`config.mk`:
```
export PLATFORM = sky130hd
export DESIGN_NAME = dmem_arbiter
export DESIGN_NICKNAME = d
export VERILOG_FILES = /design/src/rtl/simple_cpu_pkg.sv /design/src/rtl/dmem_arbiter_rr_pick2.sv /design/src/rtl/dmem_arbiter.sv
export SDC_FILE = /design/constraint.sdc
export NUM_CORES = 1
export LEC_CHECK = 0
export ABC_CLOCK_PERIOD_IN_PS = 1250
export CAP_MARGIN = 40
export CORE_MARGIN = 3
export CORE_UTILIZATION = 25
export DETAILED_ROUTE_END_ITERATION = 10
export GPL_TIMING_DRIVEN = 0
export HOLD_SLACK_MARGIN = 0.02
export PLACE_DENSITY = 0.67
export SLEW_MARGIN = 10
export SYNTH_ARGS = -nofsm -noshare
export SYNTH_HDL_FRONTEND = slang
export SYNTH_HIERARCHICAL = 1
export SYNTH_SLANG_ARGS = --single-unit
```
`constraint.sdc`:
```
create_clock -name clk -period 1.25 [get_ports clk]
set_input_delay 0.25 -clock clk [delete_from_list [all_inputs] [get_ports clk]]
set_output_delay 0.25 -clock clk [all_outputs]
set_load 0.02 [all_outputs]
```
`src/rtl/simple_cpu_pkg.sv`:
```
// Shared types and constants for the data-memory arbiter slice.
package simple_cpu_pkg;

   typedef logic port_id_t;

   typedef enum logic [1:0] {
      OPEN = 2'd0,
      OWN0 = 2'd1,
      OWN1 = 2'd2
   } lock_state_t;

   localparam int unsigned READ_LATENCY = 2;

   typedef struct packed {
      logic     valid;
      port_id_t port;
   } rd_tag_t;

   // Ports allowed to be granted while the lock FSM is in a given state.
   function automatic logic [1:0] lock_mask(input lock_state_t st);
      logic [1:0] m;
      case (st)
         OPEN:    m = 2'b11;
         OWN0:    m = 2'b01;
         OWN1:    m = 2'b10;
         default: m = 2'b11;
      endcase
      return m;
   endfunction

endpackage

```
`src/rtl/dmem_arbiter_rr_pick2.sv`:
```
// Combinational two-way round-robin picker: on a tie the port not granted last wins.
module rr_pick2
   import simple_cpu_pkg::*;
(
   input  logic [1:0] req_i,
   input  port_id_t   last_i,
   input  logic [1:0] mask_i,
   output logic [1:0] gnt_o
);

   logic [1:0] eff_s;

   // One-hot grant from the masked request vector.
   always_comb begin
      eff_s = req_i & mask_i;
      case (eff_s)
         2'b01:   gnt_o = 2'b01;
         2'b10:   gnt_o = 2'b10;
         2'b11:   gnt_o = (last_i == 1'b1) ? 2'b01 : 2'b10;
         default: gnt_o = 2'b00;
      endcase
   end

endmodule

```
`src/rtl/dmem_arbiter.sv`:
```
// Two-port arbiter in front of a single-port RAM with read tagging.
// Optional ownership locking is built when DMEM_ARB_LOCK_EN is defined.
module dmem_arbiter
   import simple_cpu_pkg::*;
#(
   parameter int WIDTH_D = 32,
   parameter int DEPTH_D = 8
) (
   input  logic               clk,
   input  logic               reset,
   input  logic               req0,
   input  logic               req1,
   input  logic               we0,
   input  logic               we1,
   input  logic [DEPTH_D-1:0] addr0,
   input  logic [DEPTH_D-1:0] addr1,
   input  logic [WIDTH_D-1:0] wdata0,
   input  logic [WIDTH_D-1:0] wdata1,
`ifdef DMEM_ARB_LOCK_EN
   input  logic               lock0,
   input  logic               lock1,
`endif
   output logic               gnt0,
   output logic               gnt1,
   output logic               rvalid0,
   output logic               rvalid1,
   output logic [WIDTH_D-1:0] rdata,
   output logic [DEPTH_D-1:0] mem_addr,
   output logic [WIDTH_D-1:0] mem_i,
   output logic               mem_we,
   input  logic [WIDTH_D-1:0] mem_o
);

   logic [1:0]         pick_s;
   logic [1:0]         gnt_s;
   logic [1:0]         mask_s;
   logic               accept_s;
   port_id_t           sel_s;

   logic [DEPTH_D-1:0] mem_addr_d, mem_addr_q;
   logic [WIDTH_D-1:0] mem_i_d,    mem_i_q;
   logic               mem_we_d,   mem_we_q;
   port_id_t           last_d,     last_q;
   rd_tag_t            tag_d,      tag_q;
   logic               rvalid0_d,  rvalid0_q;
   logic               rvalid1_d,  rvalid1_q;

`ifdef DMEM_ARB_LOCK_EN
   lock_state_t        state_d,    state_q;
   logic               lock_sel_s;

   // Lock ownership: taken on a locked accept, released on an unlocked accept by the owner.
   always_comb begin
      lock_sel_s = (sel_s == 1'b1) ? lock1 : lock0;
      state_d    = state_q;
      case (state_q)
         OPEN: begin
            if (accept_s && lock_sel_s) begin
               state_d = (sel_s == 1'b1) ? OWN1 : OWN0;
            end else begin
               state_d = OPEN;
            end
         end
         OWN0: begin
            if (accept_s && (sel_s == 1'b0) && !lock0) begin
               state_d = OPEN;
            end else begin
               state_d = OWN0;
            end
         end
         OWN1: begin
            if (accept_s && (sel_s == 1'b1) && !lock1) begin
               state_d = OPEN;
            end else begin
               state_d = OWN1;
            end
         end
         default: state_d = OPEN;
      endcase
      mask_s = lock_mask(state_q);
   end

   // Lock state register.
   always_ff @(posedge clk or negedge reset) begin
      if (!reset) begin
         state_q <= OPEN;
      end else begin
         state_q <= state_d;
      end
   end
`else
   assign mask_s = 2'b11;
`endif

   rr_pick2 u_pick (
      .req_i  ({req1, req0}),
      .last_i (last_q),
      .mask_i (mask_s),
      .gnt_o  (pick_s)
   );

   // Grants are suppressed while reset is held.
   always_comb begin
      gnt_s    = pick_s & {2{reset}};
      accept_s = gnt_s[0] | gnt_s[1];
      sel_s    = gnt_s[1];
   end

   // Memory-side register, tag pipe and round-robin history next-state.
   always_comb begin
      mem_addr_d = mem_addr_q;
      mem_i_d    = mem_i_q;
      mem_we_d   = 1'b0;
      last_d     = last_q;
      tag_d      = '{valid: 1'b0, port: 1'b0};
      if (accept_s) begin
         last_d     = sel_s;
         mem_addr_d = (sel_s == 1'b1) ? addr1  : addr0;
         mem_i_d    = (sel_s == 1'b1) ? wdata1 : wdata0;
         mem_we_d   = (sel_s == 1'b1) ? we1    : we0;
         tag_d      = '{valid: ~mem_we_d, port: sel_s};
      end else begin
         tag_d      = '{valid: 1'b0, port: 1'b0};
      end
      rvalid0_d = tag_q.valid & (tag_q.port == 1'b0);
      rvalid1_d = tag_q.valid & (tag_q.port == 1'b1);
   end

   // Datapath and pipeline registers.
   always_ff @(posedge clk or negedge reset) begin
      if (!reset) begin
         mem_addr_q <= '0;
         mem_i_q    <= '0;
         mem_we_q   <= 1'b0;
         last_q     <= 1'b1;
         tag_q      <= '{valid: 1'b0, port: 1'b0};
         rvalid0_q  <= 1'b0;
         rvalid1_q  <= 1'b0;
      end else begin
         mem_addr_q <= mem_addr_d;
         mem_i_q    <= mem_i_d;
         mem_we_q   <= mem_we_d;
         last_q     <= last_d;
         tag_q      <= tag_d;
         rvalid0_q  <= rvalid0_d;
         rvalid1_q  <= rvalid1_d;
      end
   end

   assign gnt0     = gnt_s[0];
   assign gnt1     = gnt_s[1];
   assign rvalid0  = rvalid0_q;
   assign rvalid1  = rvalid1_q;
   assign rdata    = mem_o;
   assign mem_addr = mem_addr_q;
   assign mem_i    = mem_i_q;
   assign mem_we   = mem_we_q;

endmodule

```
==> results_dict.tcl <==
set metrics [dict create \
    grt-ovfl-total 0 \
    gp_congestion 0.690 \
    p_int_uw 3640 \
    tns_ps -16180 \
    syn-instance-count 240 \
    viasPerCell 4.72 \
    grt_pass1_wl_um 14600 \
    final-seq-area_sq_um 1150 \
    reg2reg_from "last_q" \
    p_leak_uw 0.00212 \
    slew_violations 0 \
    postRouteAntennaNets 0 \
    share_comb_of_total_power_pct 46.7 \
    startpoint "last_q" \
    crit_chain "o211a_1, buf_6, nand2_8, buf_8, clkinv_4, buf_6" \
    place_ws_ps -1060 \
    netlist_area_sq_um 2380 \
    synth_ff_type "dfrtp_1" \
    seq_power_share_pct 36.2 \
    hpwl_um 6330 \
    synth_cell_types 20 \
    worst_hold_slack_ps -113 \
    die_h_um 104 \
    hold_viol 29 \
    vdd_drop_max_uv 478 \
    grt_pass1_vias 2821 \
    ys_warn_count 6 \
    relSlewSlack_pct 49.6 \
    status "finished, violations left" \
    finClkSkew_ps 9.89 \
    critPathMaxStageDelay_ps 570 \
    dieWidth_um 104 \
    clockRootBuffer "clkbuf_8" \
    drt-initial-drc-count 48 \
    core_area_sq_um 9240 \
    synth_edf_count 0 \
    setup.worst_path.end_class "output pin" \
    cp-start-kind "flop" \
    final_common_cell "clkdlybuf4s50_1" \
    wirelength_um 9570 \
    powerDensity_nw_per_um2 1130 \
    fin_util_pct 54.3 \
    avgSynthCellArea_sq_um 9.93 \
    fin_crit_sh_pct 136 \
    numCtsBuffers 5 \
    synthArstFlopShare_pct 100 \
    wl_per_cell_um 16.6 \
    cts_max_path_buffers 2 \
    violations "negative hold slack, negative setup slack" \
    setup-violations-final 45 \
    dieArea_sq_um 10700 \
    path_clk_slew_ps 100 \
    mostFrequentLayoutCells "115 x clkdlybuf4s50_1, 58 x buf_4, 50 x o22ai_1" \
    drc 0 \
    met3_usage_pct 4.30 \
    antennaDiodeCount 0 \
    vias 2718 \
    synth_seq_area_share_pct 48.3 \
    switching_share_pct 36.0 \
    rows 35 \
    ctsHoldBuffers 1 \
    worst_path_most_repeated_cell "buf_6" \
    cp_max_fo 3 \
    cp_slowest_cell "dfstp_2" \
    track_usage_pct 16.5 \
    rsz0062_at_grt "yes" \
    worstMarginPinSlew_ps 754 \
    initial_core_util_pct 25.8 \
    multi_input_area_sq_um 1190 \
    power_frac_clock_pct 17.0 \
    hold_path.class "primary input to asynchronous set/reset pin" \
    drv_cap 0 \
    clock.fmax_mhz 589 \
    grt-busiest-layer "met2" \
    fill_cells 851 \
    power.switching_uw 2050 \
    port_buffers 162 \
    drt-pass1-iter-count 4 \
    boundaryPins 195 \
    antenna_found_initial 0 \
    grt_max_degree 32 \
    min_period_ps 1700 \
    worstPathArrival_ps 1450 \
    h-tree-depth 2 \
    cts_tree "done" \
    final_net_count 564 \
    cp_data_required_time_ps 1000 \
    ys_ff_latch 46 \
    grt_util_met1_pct 18.7 \
    syn_to_final_growth_pct 110 \
    clock_sinks 46 \
    setup_slack_ps -448 \
    drive_above_1_share_pct 43.8 \
    met2_usage_pct 31.2 \
    worstSetupPathType "flop to output pin" \
    clk_latency_ps 300 \
]
==> per-layer routing <==
| layer | wire length (um) | vias to the layer above | part of all wire (%) |
|---|---|---|---|
| met5 | 0 | - | 0 |
| met4 | 89 | 0 | 0.93 |
| met3 | 593 | 9 | 6.2 |
| met2 | 5030 | 109 | 53 |
| met1 | 3860 | 1308 | 40 |
| li1 | - | 1292 | - |
==> worst paths after layout <==
path                             end  slack [ps]  cells after the start
max                             gnt0        -450                      6
min                        mem_i[23]        -110                      2
max reg2reg                mem_i[17]        -410                      7
min reg2reg                  rvalid0         430                      1
max in group asynchronous   mem_i[8]         200                      2
min in group clk             rvalid0         430                      1
==> power by group through the flow <==
stage	logic, uW	registers, uW	clock network, uW
finish	2660	2060	967
global placement	2200	2040	0
global route	2830	2100	1050
CTS	2260	2040	1020
detailed placement	2240	2050	0
floorplan	719	2390	0
==> state kept, by name, indices dropped and copies added (netlist names) <==
signal	flops
tag_q	2
mem_addr	8
mem_i	32
rvalid0	1
mem_we	1
last_q	1
rvalid1	1
==> layout make-up <==
| cell class | count | area share [%] |
|---|---|---|
| Clock buffer | 5 | 1.37 |
| Buffer | 54 | 9.73 |
| Clock inverter | 3 | 0.499 |
| Sequential cell | 46 | 23.0 |
| Tap cell | 129 | 3.22 |
| Timing Repair Buffer | 197 | 38.0 |
| Multi-Input combinational cell | 138 | 23.8 |
| Inverter | 4 | 0.449 |
==> synth_stat cells (2+ instances only) <==
cell	instances	share of area, %
and2_1	2	0.52
dfrtp_1	45	47
buf_4	34	11
buf_2	7	1.5
inv_1	3	0.47
nand2_4	2	0.94
nand2_1	4	0.63
buf_6	10	4.7
clkbuf_1	3	0.47
o22ai_1	81	21
a21oi_1	40	8.4
==> kinds of logic after synthesis <==
| kind of cell | Yosys count | share of synthesized area, % |
|---|---|---|
| AO/OA/AOI/OAI | 124 | 30.7 |
| AND/OR/NAND/NOR | 11 | 2.83 |
| buffers and inverters | 58 | 18.0 |
| flip-flops | 46 | 48.3 |
| other | 1 | 0.157 |
==> worst max-delay path, delay by kind of cell (launching register included) <==
kind	cells	cell delay, ps
AND/OR/NAND/NOR	1	50
buffers and inverters	4	370
flip-flops	1	570
AO/OA/AOI/OAI	1	160
==> repair_timing <==
item	4_1_cts	5_1_grt
buffers inserted	6	21
resized for setup	174	89
gates cloned	3	3
endpoints found under the hold margin	16	29
setup endpoints to repair	87	74
pin swaps	6	34
==> through the flow <==
stage | area (sq um) | total power (uW) | instances
2_1_floorplan | 2400 | 3110 | 242
3_3_place_gp | 4190 | 4230 | 533
3_5_place_dp | 4200 | 4290 | 534
4_1_cts | 4600 | 5320 | 552
5_1_grt | 5010 | 5980 | 576
6_report | 5010 | 5680 | 576
(Power assumes the default switching activity.)
